`src/rtl/traffic_light_sequencer.sv`:
```
// Two-way (NS/EW) traffic-light sequencer driven by a 1 s tick prescaler and the menu's sim_state.
// Optional build macro PAUSE_BLINK_EN: both directions blink yellow while paused.
module traffic_light_sequencer #(
    parameter int TICK_DIV  = 100_000_000,
    parameter int BLINK_DIV = 50_000_000
) (
    input  logic       clk,
    input  logic       reset_n,
    input  logic [1:0] sim_state,
    input  logic [7:0] green_duration,
    input  logic [7:0] yellow_duration,
    input  logic [7:0] red_holding,
    output logic [2:0] ns_light,
    output logic [2:0] ew_light,
    output logic [2:0] phase,
    output logic [7:0] sec_remaining,
    output logic       tick_1hz
);

    typedef enum logic [2:0] {
        RED_A  = 3'd0,
        NS_GRN = 3'd1,
        NS_YEL = 3'd2,
        RED_B  = 3'd3,
        EW_GRN = 3'd4,
        EW_YEL = 3'd5
    } phase_e;

    localparam int          PW       = (TICK_DIV > 2) ? $clog2(TICK_DIV) : 1;
    localparam logic [PW-1:0] TICK_MAX = PW'(TICK_DIV - 1);

    phase_e          phase_q, phase_d, phase_nxt;
    logic [7:0]      sec_q, sec_d;
    logic [PW-1:0]   presc_q, presc_d;
    logic [7:0]      load_val;
    logic [2:0]      ns_dec, ew_dec;
    logic            is_play, is_pause, tick;

    assign is_play  = (sim_state == 2'd1);
    assign is_pause = (sim_state == 2'd2);

    function automatic logic [7:0] at_least_one(input logic [7:0] v);
        return (v == 8'd0) ? 8'd1 : v;
    endfunction

    always_ff @(posedge clk or negedge reset_n) begin
        if (!reset_n) begin
            phase_q <= RED_A;
            sec_q   <= 8'd0;
            presc_q <= '0;
        end else begin
            phase_q <= phase_d;
            sec_q   <= sec_d;
            presc_q <= presc_d;
        end
    end

    always_comb begin
        phase_nxt = RED_A;
        case (phase_q)
            RED_A:   phase_nxt = NS_GRN;
            NS_GRN:  phase_nxt = NS_YEL;
            NS_YEL:  phase_nxt = RED_B;
            RED_B:   phase_nxt = EW_GRN;
            EW_GRN:  phase_nxt = EW_YEL;
            EW_YEL:  phase_nxt = RED_A;
            default: phase_nxt = RED_A;
        endcase
    end

    // Duration of the phase being entered; zero settings still give a one-second phase.
    always_comb begin
        load_val = at_least_one(red_holding);
        case (phase_nxt)
            NS_GRN, EW_GRN: load_val = at_least_one(green_duration);
            NS_YEL, EW_YEL: load_val = at_least_one(yellow_duration);
            default:        load_val = at_least_one(red_holding);
        endcase
    end

    always_comb begin
        phase_d = phase_q;
        sec_d   = sec_q;
        presc_d = presc_q;
        tick    = 1'b0;
        if (is_play) begin
            tick    = (presc_q == TICK_MAX);
            presc_d = tick ? '0 : presc_q + PW'(1);
            if (tick) begin
                if (sec_q > 8'd1) begin
                    sec_d = sec_q - 8'd1;
                end else begin
                    phase_d = phase_nxt;
                    sec_d   = load_val;
                end
            end
        end else if (!is_pause) begin
            phase_d = RED_A;
            presc_d = '0;
            sec_d   = at_least_one(red_holding);
        end
        // Codes 6 and 7 can only come from an upset; fall back to all-red.
        if (phase_q > EW_YEL) begin
            phase_d = RED_A;
        end
    end

    always_comb begin
        ns_dec = 3'b100;
        ew_dec = 3'b100;
        case (phase_q)
            NS_GRN:  ns_dec = 3'b001;
            NS_YEL:  ns_dec = 3'b010;
            EW_GRN:  ew_dec = 3'b001;
            EW_YEL:  ew_dec = 3'b010;
            default: begin
                ns_dec = 3'b100;
                ew_dec = 3'b100;
            end
        endcase
    end

`ifdef PAUSE_BLINK_EN
    localparam int            BW        = (BLINK_DIV > 2) ? $clog2(BLINK_DIV) : 1;
    localparam logic [BW-1:0] BLINK_MAX = BW'(BLINK_DIV - 1);

    logic [BW-1:0] blink_cnt_q, blink_cnt_d;
    logic          blink_on_q, blink_on_d;

    always_ff @(posedge clk or negedge reset_n) begin
        if (!reset_n) begin
            blink_cnt_q <= '0;
            blink_on_q  <= 1'b1;
        end else begin
            blink_cnt_q <= blink_cnt_d;
            blink_on_q  <= blink_on_d;
        end
    end

    // Held at lit/zero outside PAUSE so every pause starts with yellow showing.
    always_comb begin
        blink_cnt_d = '0;
        blink_on_d  = 1'b1;
        if (is_pause) begin
            blink_on_d  = blink_on_q;
            blink_cnt_d = blink_cnt_q + BW'(1);
            if (blink_cnt_q == BLINK_MAX) begin
                blink_cnt_d = '0;
                blink_on_d  = ~blink_on_q;
            end
        end
    end

    always_comb begin
        ns_light = ns_dec;
        ew_light = ew_dec;
        if (is_pause) begin
            ns_light = blink_on_q ? 3'b010 : 3'b000;
            ew_light = blink_on_q ? 3'b010 : 3'b000;
        end
    end
`else
    always_comb begin
        ns_light = ns_dec;
        ew_light = ew_dec;
    end
`endif

    assign phase         = phase_q;
    assign sec_remaining = sec_q;
    assign tick_1hz      = tick;

    a_lamps_safe : assert property (@(posedge clk) disable iff (!reset_n)
        $onehot(ns_dec) && $onehot(ew_dec) && (ns_dec[2] || ew_dec[2]));

endmodule

```
`config.mk`:
```
export PLATFORM = sky130hd
export DESIGN_NAME = traffic_light_sequencer
export DESIGN_NICKNAME = d
export VERILOG_FILES = /design/src/rtl/traffic_light_sequencer.sv
export SDC_FILE = /design/constraint.sdc
export NUM_CORES = 1
export LEC_CHECK = 0
export CAP_MARGIN = 20
export CORE_AREA = 2 2 75 77
export DETAILED_ROUTE_END_ITERATION = 10
export DIE_AREA = 0 0 77 79
export HOLD_SLACK_MARGIN = 0.12
export PLACE_DENSITY = 0.84
export SYNTH_ARGS = -nofsm -noshare
export SYNTH_HDL_FRONTEND = slang
export SYNTH_SLANG_ARGS = --single-unit
```
`constraint.sdc`:
```
create_clock -name clk -period 2.8 [get_ports clk]
set_input_delay 0.7 -clock clk [delete_from_list [all_inputs] [get_ports clk]]
set_output_delay 0.7 -clock clk [all_outputs]
set_load 0.02 [all_outputs]
```
==> results of run 1 <==
==> cells in the mapped netlist, drive strengths merged (9+ instances only) <==
library cell	n	area, sq um
nor2	23	86.3
nand2	30	115
and3	9	58.8
nor3	11	60.1
dfrtp	38	951
nor4	12	90.1
inv	9	33.8
nand3	12	65.1
a21oi	23	119
a31oi	9	56.3
buf	10	58.8
o21ai	21	105
==> final timing paths <==
| check | end | slack (ns) | cells after the start |
|---|---|---|---|
| min in group clk | presc_q[15] | 0.53 | 1 |
| min reg2reg | presc_q[15] | 0.53 | 1 |
| max | tick_1hz | 0.14 | 4 |
| max in group asynchronous | presc_q[25] | 1.75 | 1 |
| max reg2reg | sec_remaining[5] | 0.37 | 6 |
| min | sec_remaining[2] | 0.51 | 1 |
==> metrics by stage <==
stage                     setup WS [ns]  TNS [ns]
final                             0.140         0
after global routing             0.0455         0
after CTS                        0.0105         0
after detailed placement         -0.270    -0.270
after global placement           -0.326    -0.326
after floorplan                   0.179         0
==> layout make-up <==
| class | count | area (sq um) | share of cell area (%) |
|---|---|---|---|
| repair buffers | 74 | 656 | 18.4 |
| clock buffers | 6 | 82.6 | 2.32 |
| clock inverters | 1 | 30.0 | 0.845 |
| multi-input cells | 265 | 1710 | 48.2 |
| flip-flops and latches | 38 | 951 | 26.8 |
| well taps | 72 | 90.1 | 2.53 |
| inverters | 9 | 33.8 | 0.950 |
==> cells in the final DEF (no fill, tap or decap), types with 4 or more instances in the layout <==
master	synthesis	routed
clkdlybuf4s50_1	0	43
dfrtp_1	38	38
nand2_1	29	29
buf_4	1	28
nor2_1	23	23
a21oi_1	22	22
o21ai_0	21	21
nand3_1	11	11
nor4_1	11	10
nor3_1	10	10
inv_1	9	9
a31oi_1	9	9
nand2b_1	8	8
xnor2_1	7	7
and3_1	7	7
nand4_1	7	7
nor2b_1	6	6
or3_1	6	6
clkbuf_8	0	6
a22o_1	5	5
mux2i_1	5	5
o211ai_1	5	5
o32ai_1	4	4
==> cell families (layout without fill, tap and decap cells) <==
family / count (synthesis) / count (layout) / synth area share, %
and+or+nand+nor: 145 / 145 / 29.7
AOI/OAI and AO/OA: 101 / 101 / 25.0
buffers and inverters: 27 / 90 / 4.41
adders and majority gates: 3 / 3 / 1.35
DFF: 38 / 38 / 34.2
xor gates and xnor gates: 10 / 10 / 3.15
muxes: 6 / 6 / 2.21
==> power breakdown <==
part           total [mW]  switching [mW]  internal [mW]
sequential          0.590          0.0199          0.570
clock               0.484           0.199          0.285
combinational       0.319           0.172          0.147
total                1.39           0.390           1.00
==> layer usage <==
layer	part of all wire [%]	vias up	wire (um)	track usage, %
met1	42	1414	3510	34.2
met5	0	-	0	0
met2	50	122	4180	48.1
li1	-	1387	-	-
met3	6.2	15	513	5.91
met4	1.7	0	138	9.82
==> registers in the layout, indices dropped and copies added, names as in the netlist <==
name / flops
phase: 3
presc_q: 27
sec_remaining: 8
==> worst register-to-register path: cells and delay by family, from the launching register on <==
kind / cells / cell delay [ns]
buffers and inverters: 1 / 0.16
DFF: 1 / 0.39
and+or+nand+nor: 2 / 0.90
AOI/OAI and AO/OA: 3 / 0.87
==> what timing repair did <==
| item | CTS | global route |
|---|---|---|
| endpoints found under the setup margin | 1 | 1 |
| gates resized for setup | 1 | 4 |
| setup buffers | 0 | 0 |
==> impl_metrics.env, run 1 <==
export IMPL_placed_area_sq_um=3440
export IMPL_holdWs_ns=0.508
export IMPL_rsz0062_at_grt="no"
export IMPL_clkTransAtPathRegs_ns=0.08
export IMPL_wl_um=8340
export IMPL_syn_inst=330
export IMPL_fillerInstances=453
export IMPL_hpwl_um=5940
export IMPL_syn_avg_cell_area_sq_um=8.42
export IMPL_avgViaCountPerCell=6.32
export IMPL_ys_async_sr_fraction_pct=100
export IMPL_path_max_fanout=4
export IMPL_grt_ovfl_total=0
export IMPL_clock_path_buffers=2
export IMPL_ys_seq_elements=38
export IMPL_ios=46
export IMPL_ys_seq_area_share_pct=34.2
export IMPL_start_util_pct=52.1
export IMPL_path_buf_inv=2
export IMPL_hold_buffers=0
export IMPL_fin_skew_ns=0.00576
export IMPL_die_area_sq_um=6080
export IMPL_path_cells="clkdlybuf4s50_1, nand2b_1, nor4_2, clkbuf_2"
export IMPL_initialDrtViolationCount=154
export IMPL_track_usage_pct=27.7
export IMPL_area_delta_synth_final_pct=27.9
export IMPL_n_antenna_cell=0
export IMPL_maxSlewViolCount=0
export IMPL_cts_htree_levels=2
export IMPL_fin_util_pct=66.6
export IMPL_critPathKind="input port to output port"
export IMPL_grt_pass1_wl_um=13500
export IMPL_min_period_ns=2.66
export IMPL_final_antenna_net_count=0
export IMPL_status="completed"
export IMPL_hp_class="input port to async pin"
export IMPL_rows=27
export IMPL_worst_path_max_delay_cell="clkdlybuf4s50_1"
export IMPL_hold_viol=0
export IMPL_r2r_start="presc_q[17]"
export IMPL_clock_latency_ns=0.29
export IMPL_place_congestion=0.930
export IMPL_slew_headroom_pct=43.2
export IMPL_vias=2938
export IMPL_grt_max_degree=39
export IMPL_root_buffer="clkbuf_8"
export IMPL_leakagePower_nw=1.46
export IMPL_period_share_pct=95.0
export IMPL_p_per_area_nw_per_um2=392
export IMPL_worst_ep_required_time_ns=2.10
export IMPL_route_detailed_drc=0
export IMPL_wl_per_cell_um=17.9
export IMPL_yosys_warnings=0
export IMPL_fin_cells=465
export IMPL_setup_violations=0
export IMPL_ir_worst_vdd_uv=330
export IMPL_ys_flop_type="dfrtp_1"
export IMPL_synth_area_sq_um=2780
export IMPL_final_nets=424
export IMPL_port_buffers=45
export IMPL_synthDistinctLibCells=66
export IMPL_worstPathArrival_ns=1.96
export IMPL_fmax_mhz=376
export IMPL_cap_violations=0
export IMPL_syn_nets=361
export IMPL_p_total_mw=1.39
export IMPL_critPathLaunch="sim_state[1]"
export IMPL_max_stage_delay_ns=0.45
export IMPL_path_delay_family="buffers and inverters"
export IMPL_cp_end_kind="output port"
export IMPL_cts_buffers=5
export IMPL_final_area_sq_um=3550
export IMPL_antenna_found_initial=0
export IMPL_grt_pass1_vias=2743
export IMPL_coreArea_sq_um=5340
export IMPL_crit_path_start_kind="input port"
export IMPL_synth_edf_count=0
export IMPL_drive_above_1_share_pct=14.2
export IMPL_clock_sinks=38
export IMPL_worstMarginPinSlew_ns=0.853
export IMPL_firstDrtPassIters=4
export IMPL_die_h_um=79
export IMPL_dieWidth_um=77
export IMPL_cts_tree="built"
export IMPL_dp_cells=457
Power figures use the tool's default switching activity.
==> run 2, diff against run 1 <==
- CORE_AREA: 2 2 75 77 -> 4 4 77 79
- DIE_AREA: 0 0 77 79 -> 0 0 81 83
==> run 2 against run 1 <==
  * Sequential power increased by 0.8%
  * Clock power down 2%
  * Total power down 1.5%
  * Wire length down 4.3%
  * Combinational power is 4% lower
  * Sequential cell count is the same
  * Die area rose by 11%
  * Critical path type is now flop to output port
  * Critical endpoint is now ew_light[0]
==> impl_metrics.env, run 2 (synthesized netlist as in run 1, its figures left out) <==
export IMPL_status="completed"
export IMPL_worstMarginPinSlew_ns=0.884
export IMPL_top_register="presc_q"
export IMPL_fillerInstances=456
export IMPL_placed_area_sq_um=3420
export IMPL_ios=46
export IMPL_die_h_um=83
export IMPL_routed_wl_met3_um=614
export IMPL_final_nets=422
export IMPL_cp_end_kind="output port"
export IMPL_rsz0062_at_grt="no"
export IMPL_worst_ep_required_time_ns=2.10
export IMPL_worstPathArrival_ns=1.96
export IMPL_vias=2948
export IMPL_path_buf_inv=2
export IMPL_rr_worst_depth=6
export IMPL_path_cells="or3b_2, inv_1, clkdlybuf4s50_1"
export IMPL_p_int_mw=0.996
export IMPL_tns_ns=0
export IMPL_crit_path_end="ew_light[0]"
export IMPL_hpwl_um=5820
export IMPL_fmax_mhz=376
export IMPL_cts_buffers=5
export IMPL_drt_met1_wl_um=3310
export IMPL_power_share_combinational_pct=22.2
export IMPL_grt_ovfl_total=0
export IMPL_area_delta_synth_final_pct=27.1
export IMPL_wl_per_cell_um=17.2
export IMPL_critPathLaunch="phase[1]"
export IMPL_dp_cells=455
export IMPL_p_seq_share_pct=43.3
export IMPL_clkTransAtPathRegs_ns=0.07
export IMPL_clkPwrFrac_pct=34.4
export IMPL_antenna_found_initial=0
export IMPL_drive_above_1_share_pct=13.6
export IMPL_final_area_sq_um=3530
export IMPL_path_delay_family="buffers and inverters"
export IMPL_critPathKind="flop to output port"
export IMPL_final_antenna_net_count=0
export IMPL_avgViaCountPerCell=6.37
export IMPL_clock_sinks=38
export IMPL_dieWidth_um=81
export IMPL_wl_um=7980
export IMPL_rows=27
export IMPL_grt_max_degree=39
export IMPL_rr_endpoint="sec_remaining[5]"
export IMPL_cap_violations=0
export IMPL_fin_skew_ns=0.00334
export IMPL_r2r_slack_ns=0.33
export IMPL_cts_htree_levels=2
export IMPL_final_cell_mix="clkdlybuf4s50_1, dfrtp_1, nand2_1"
export IMPL_grt_pass1_wl_um=13100
export IMPL_r2r_start="presc_q[8]"
export IMPL_wl_met2_um=3820
export IMPL_die_area_sq_um=6720
export IMPL_grt_pass1_vias=2859
export IMPL_n_antenna_cell=0
export IMPL_leakagePower_nw=1.45
export IMPL_firstDrtPassIters=5
export IMPL_ir_worst_vdd_uv=211
export IMPL_max_stage_delay_ns=0.61
export IMPL_crit_path_start_kind="flop"
export IMPL_slew_headroom_pct=41.1
export IMPL_route_detailed_drc=0
export IMPL_period_share_pct=95.1
export IMPL_largest_register_ffs=27
export IMPL_mostFrequentLayoutCell="clkdlybuf4s50_1"
export IMPL_maxSlewViolCount=0
export IMPL_coreArea_sq_um=5340
export IMPL_root_buffer="clkbuf_8"
export IMPL_start_util_pct=52.1
export IMPL_p_total_mw=1.37
export IMPL_p_per_area_nw_per_um2=388
export IMPL_cts_tree="built"
export IMPL_hp_class="input port to async pin"
export IMPL_path_max_fanout=6
export IMPL_track_usage_pct=24.1
export IMPL_worst_path_max_delay_cell="clkdlybuf4s50_1"
export IMPL_fin_cells=463
export IMPL_crit_cells=3
export IMPL_initialDrtViolationCount=205
export IMPL_top_layer="met4"
export IMPL_min_period_ns=2.66
export IMPL_place_congestion=0.956
export IMPL_p_sw_mw=0.376
export IMPL_clock_latency_ns=0.29
export IMPL_port_buffers=45
export IMPL_clock_path_buffers=2
export IMPL_hold_viol=0
export IMPL_setup_violations=0
export IMPL_swShare_pct=27.4
## run 2: layout make-up
type                       count  area [sq um]  share of cell area (%)
clock inverter                 1          30.0                   0.850
timing repair buffer          72           641                    18.1
tap                           72          90.1                    2.55
inverter                       9          33.8                   0.956
multi-input combinational    265          1710                    48.3
clock buffer                   6          82.6                    2.34
sequential                    38           951                    26.9
## run 2: stage by stage
| step | hold slack (ns) | utilization, % | setup WS [ns] |
|---|---|---|---|
| after global placement | 0.485 | 64.1 | -0.324 |
| after floorplan | 0.404 | - | 0.179 |
| after CTS | 0.518 | 66.2 | 0.0226 |
| after detailed placement | 0.508 | 64.1 | -0.256 |
| after global routing | 0.569 | 66.2 | 0.112 |
| final | 0.525 | 66.2 | 0.138 |
## run 2: power groups by stage
stage	logic, mW	registers, mW	clock network [mW]
after floorplan	0.116	0.632	0
after global placement	0.295	0.603	0
after detailed placement	0.302	0.605	0
after CTS	0.304	0.594	0.480
after global routing	0.332	0.598	0.498
final	0.305	0.595	0.472
## run 2: worst min-delay path by stage
stage,end,cells after the start
finish,sec_remaining[4],1
detailed placement,presc_q[15],1
global route,presc_q[4],1
CTS,presc_q[15],1
global placement,presc_q[15],1
floorplan,phase[0],0
## run 2: per-layer routing
metal,global-route usage (%),up-vias
li1,-,1385
met4,9.68,0
met1,31.3,1405
met3,4.66,24
met2,39.1,134
met5,0,-
## run 2: timing repair
action	4_1_cts	5_1_grt
hold buffers	0	0
resized for setup	1	3
buffers inserted	0	0
setup endpoints to repair	1	1
## run 2: worst register-to-register path: stages (launching register included)
cell and delay, ns:
dfrtp_1 0.39, buf_4 0.16, or4b_1 0.56, nor4_4 0.35
a22o_1 0.46, o21ai_0 0.16, a22o_1 0.27
==> run 3, diff against run 2 <==
- SETUP_SLACK_MARGIN: unset -> 0.2
==> run 3 against run 2 <==
  * First-iteration DRC count shrank 17%
  * Final area grew 0.18%
  * Clock power shrank 16%
  * Non-clock buffer count shrank 2
  * Cell count shrank 0.22%
  * Critical path type is now input port to output port
  * Critical endpoint is now tick_1hz
  * Largest power group unchanged
==> impl_metrics.env, run 3 (synthesized netlist as in run 1, its figures left out) <==
export IMPL_start_util_pct=52.1
export IMPL_min_period_ns=2.56
export IMPL_fin_skew_ns=0.00647
export IMPL_dieWidth_um=81
export IMPL_grt_pass1_vias=2748
export IMPL_firstDrtPassIters=5
export IMPL_hp_class="flop to flop"
export IMPL_antenna_found_initial=0
export IMPL_period_share_pct=91.6
export IMPL_ir_worst_vdd_uv=346
export IMPL_rr_endpoint="sec_remaining[5]"
export IMPL_setup_violations=0
export IMPL_rr_worst_depth=6
export IMPL_port_buffers=45
export IMPL_r2r_start="presc_q[17]"
export IMPL_coreArea_sq_um=5340
export IMPL_hold_viol=0
export IMPL_min_from="presc_q[15]"
export IMPL_grt_pass1_wl_um=13000
export IMPL_mostFrequentLayoutCell="clkdlybuf4s50_1"
export IMPL_pre_cts_slack_ns=-0.233
export IMPL_clock_path_buffers=2
export IMPL_leakagePower_nw=1.44
export IMPL_cap_violations=0
export IMPL_cp_end_kind="output port"
export IMPL_holdWs_ns=0.512
export IMPL_clock_latency_ns=0.29
export IMPL_area_delta_synth_final_pct=27.4
export IMPL_cts_tree="built"
export IMPL_hold_path_end="presc_q[15]"
export IMPL_slew_headroom_pct=41.1
export IMPL_crit_path_start_kind="input port"
export IMPL_root_buffer="clkbuf_8"
export IMPL_clkTransAtPathRegs_ns=0.08
export IMPL_initialDrtViolationCount=170
export IMPL_hold_path_depth=1
export IMPL_wl_per_cell_um=17.1
export IMPL_p_per_area_nw_per_um2=364
export IMPL_track_usage_pct=24.1
export IMPL_layout_setup_ws_ns=0.236
export IMPL_grt_max_degree=39
export IMPL_avgViaCountPerCell=6.27
export IMPL_r2r_slack_ns=0.36
export IMPL_route_detailed_drc=0
export IMPL_cts_htree_levels=2
export IMPL_maxSlewViolCount=0
export IMPL_worstPathArrival_ns=1.86
export IMPL_ios=46
export IMPL_path_max_fanout=2
export IMPL_largest_register_ffs=27
export IMPL_fmax_mhz=390
export IMPL_final_cell_mix="clkdlybuf4s50_1, dfrtp_1, nand2_1"
export IMPL_rows=27
export IMPL_n_antenna_cell=0
export IMPL_grt_ovfl_total=0
export IMPL_rsz0062_at_grt="yes"
export IMPL_critPathKind="input port to output port"
export IMPL_status="completed"
export IMPL_worst_ep_required_time_ns=2.10
export IMPL_p_total_mw=1.29
export IMPL_wl_um=7910
export IMPL_top_register="presc_q"
export IMPL_place_congestion=0.923
export IMPL_vias=2895
export IMPL_final_antenna_net_count=0
export IMPL_clock_sinks=38
export IMPL_die_h_um=83
export IMPL_cts_buffers=5
export IMPL_die_area_sq_um=6720
export IMPL_final_nets=420
export IMPL_cts_setup_buffers=0
export IMPL_hpwl_um=5850
export IMPL_drive_above_1_share_pct=14.4
export IMPL_worstMarginPinSlew_ns=0.883
## run 3: what timing repair did
action                     CTS  global route
pin swaps                    1             1
hold buffers                 0             0
resized for setup            6             4
gates cloned                 0             0
setup endpoints to repair    3             2
## run 3: how the worst max path moves through the flow
| stage | startpoint | endpoint | slack, ns | cells past startpoint |
|---|---|---|---|---|
| after floorplan | sim_state[1] | tick_1hz | 0.38 | 4 |
| after global placement | sim_state[1] | tick_1hz | -0.22 | 4 |
| after detailed placement | sim_state[1] | tick_1hz | -0.23 | 4 |
| after CTS | presc_q[1] | tick_1hz | 0.16 | 5 |
| after global routing | presc_q[1] | tick_1hz | 0.19 | 5 |
| final | sim_state[1] | tick_1hz | 0.24 | 4 |
## run 3: power breakdown
group	switching, mW	internal, mW	total [mW]	leakage [nW]
combinational	0.149	0.136	0.285	0.877
clock	0.200	0.198	0.398	0.0472
sequential	0.0338	0.570	0.604	0.512
## run 3: worst max-delay path, stage by stage
cell and delay [ns]:
clkdlybuf4s50_1 0.41, nand2b_1 0.20, nor4_2 0.33, buf_2 0.22
## run 3: final cells by class
class | instances | area [sq um]
clock buffer | 6 | 82.6
multi-input combinational | 265 | 1730
sequential | 38 | 951
fill | 475 | 1800
clock inverter | 2 | 12.5
tap | 72 | 90.1
timing repair buffer | 70 | 642
inverter | 9 | 33.8
## run 3: per-layer routing
layer / track usage [%] / routed length (um) / vias to the layer above / share of wire (%)
met1: 30.9 / 3320 / 1360 / 42
li1: - / - / 1385 / -
met2: 39.7 / 3770 / 130 / 48
met5: 0 / 0 / - / 0
met3: 4.77 / 586 / 20 / 7.4
met4: 8.91 / 235 / 0 / 3.0
## run 3: metrics by stage
step	std cells	utilization (%)	TNS [ns]	area [sq um]
finish	462	66.3	0	3540
global route	462	66.3	0	3540
CTS	462	66.2	0	3530
detailed placement	454	64.3	-0.233	3430
global placement	454	64.3	-0.225	3430
floorplan	330	-	0	2790
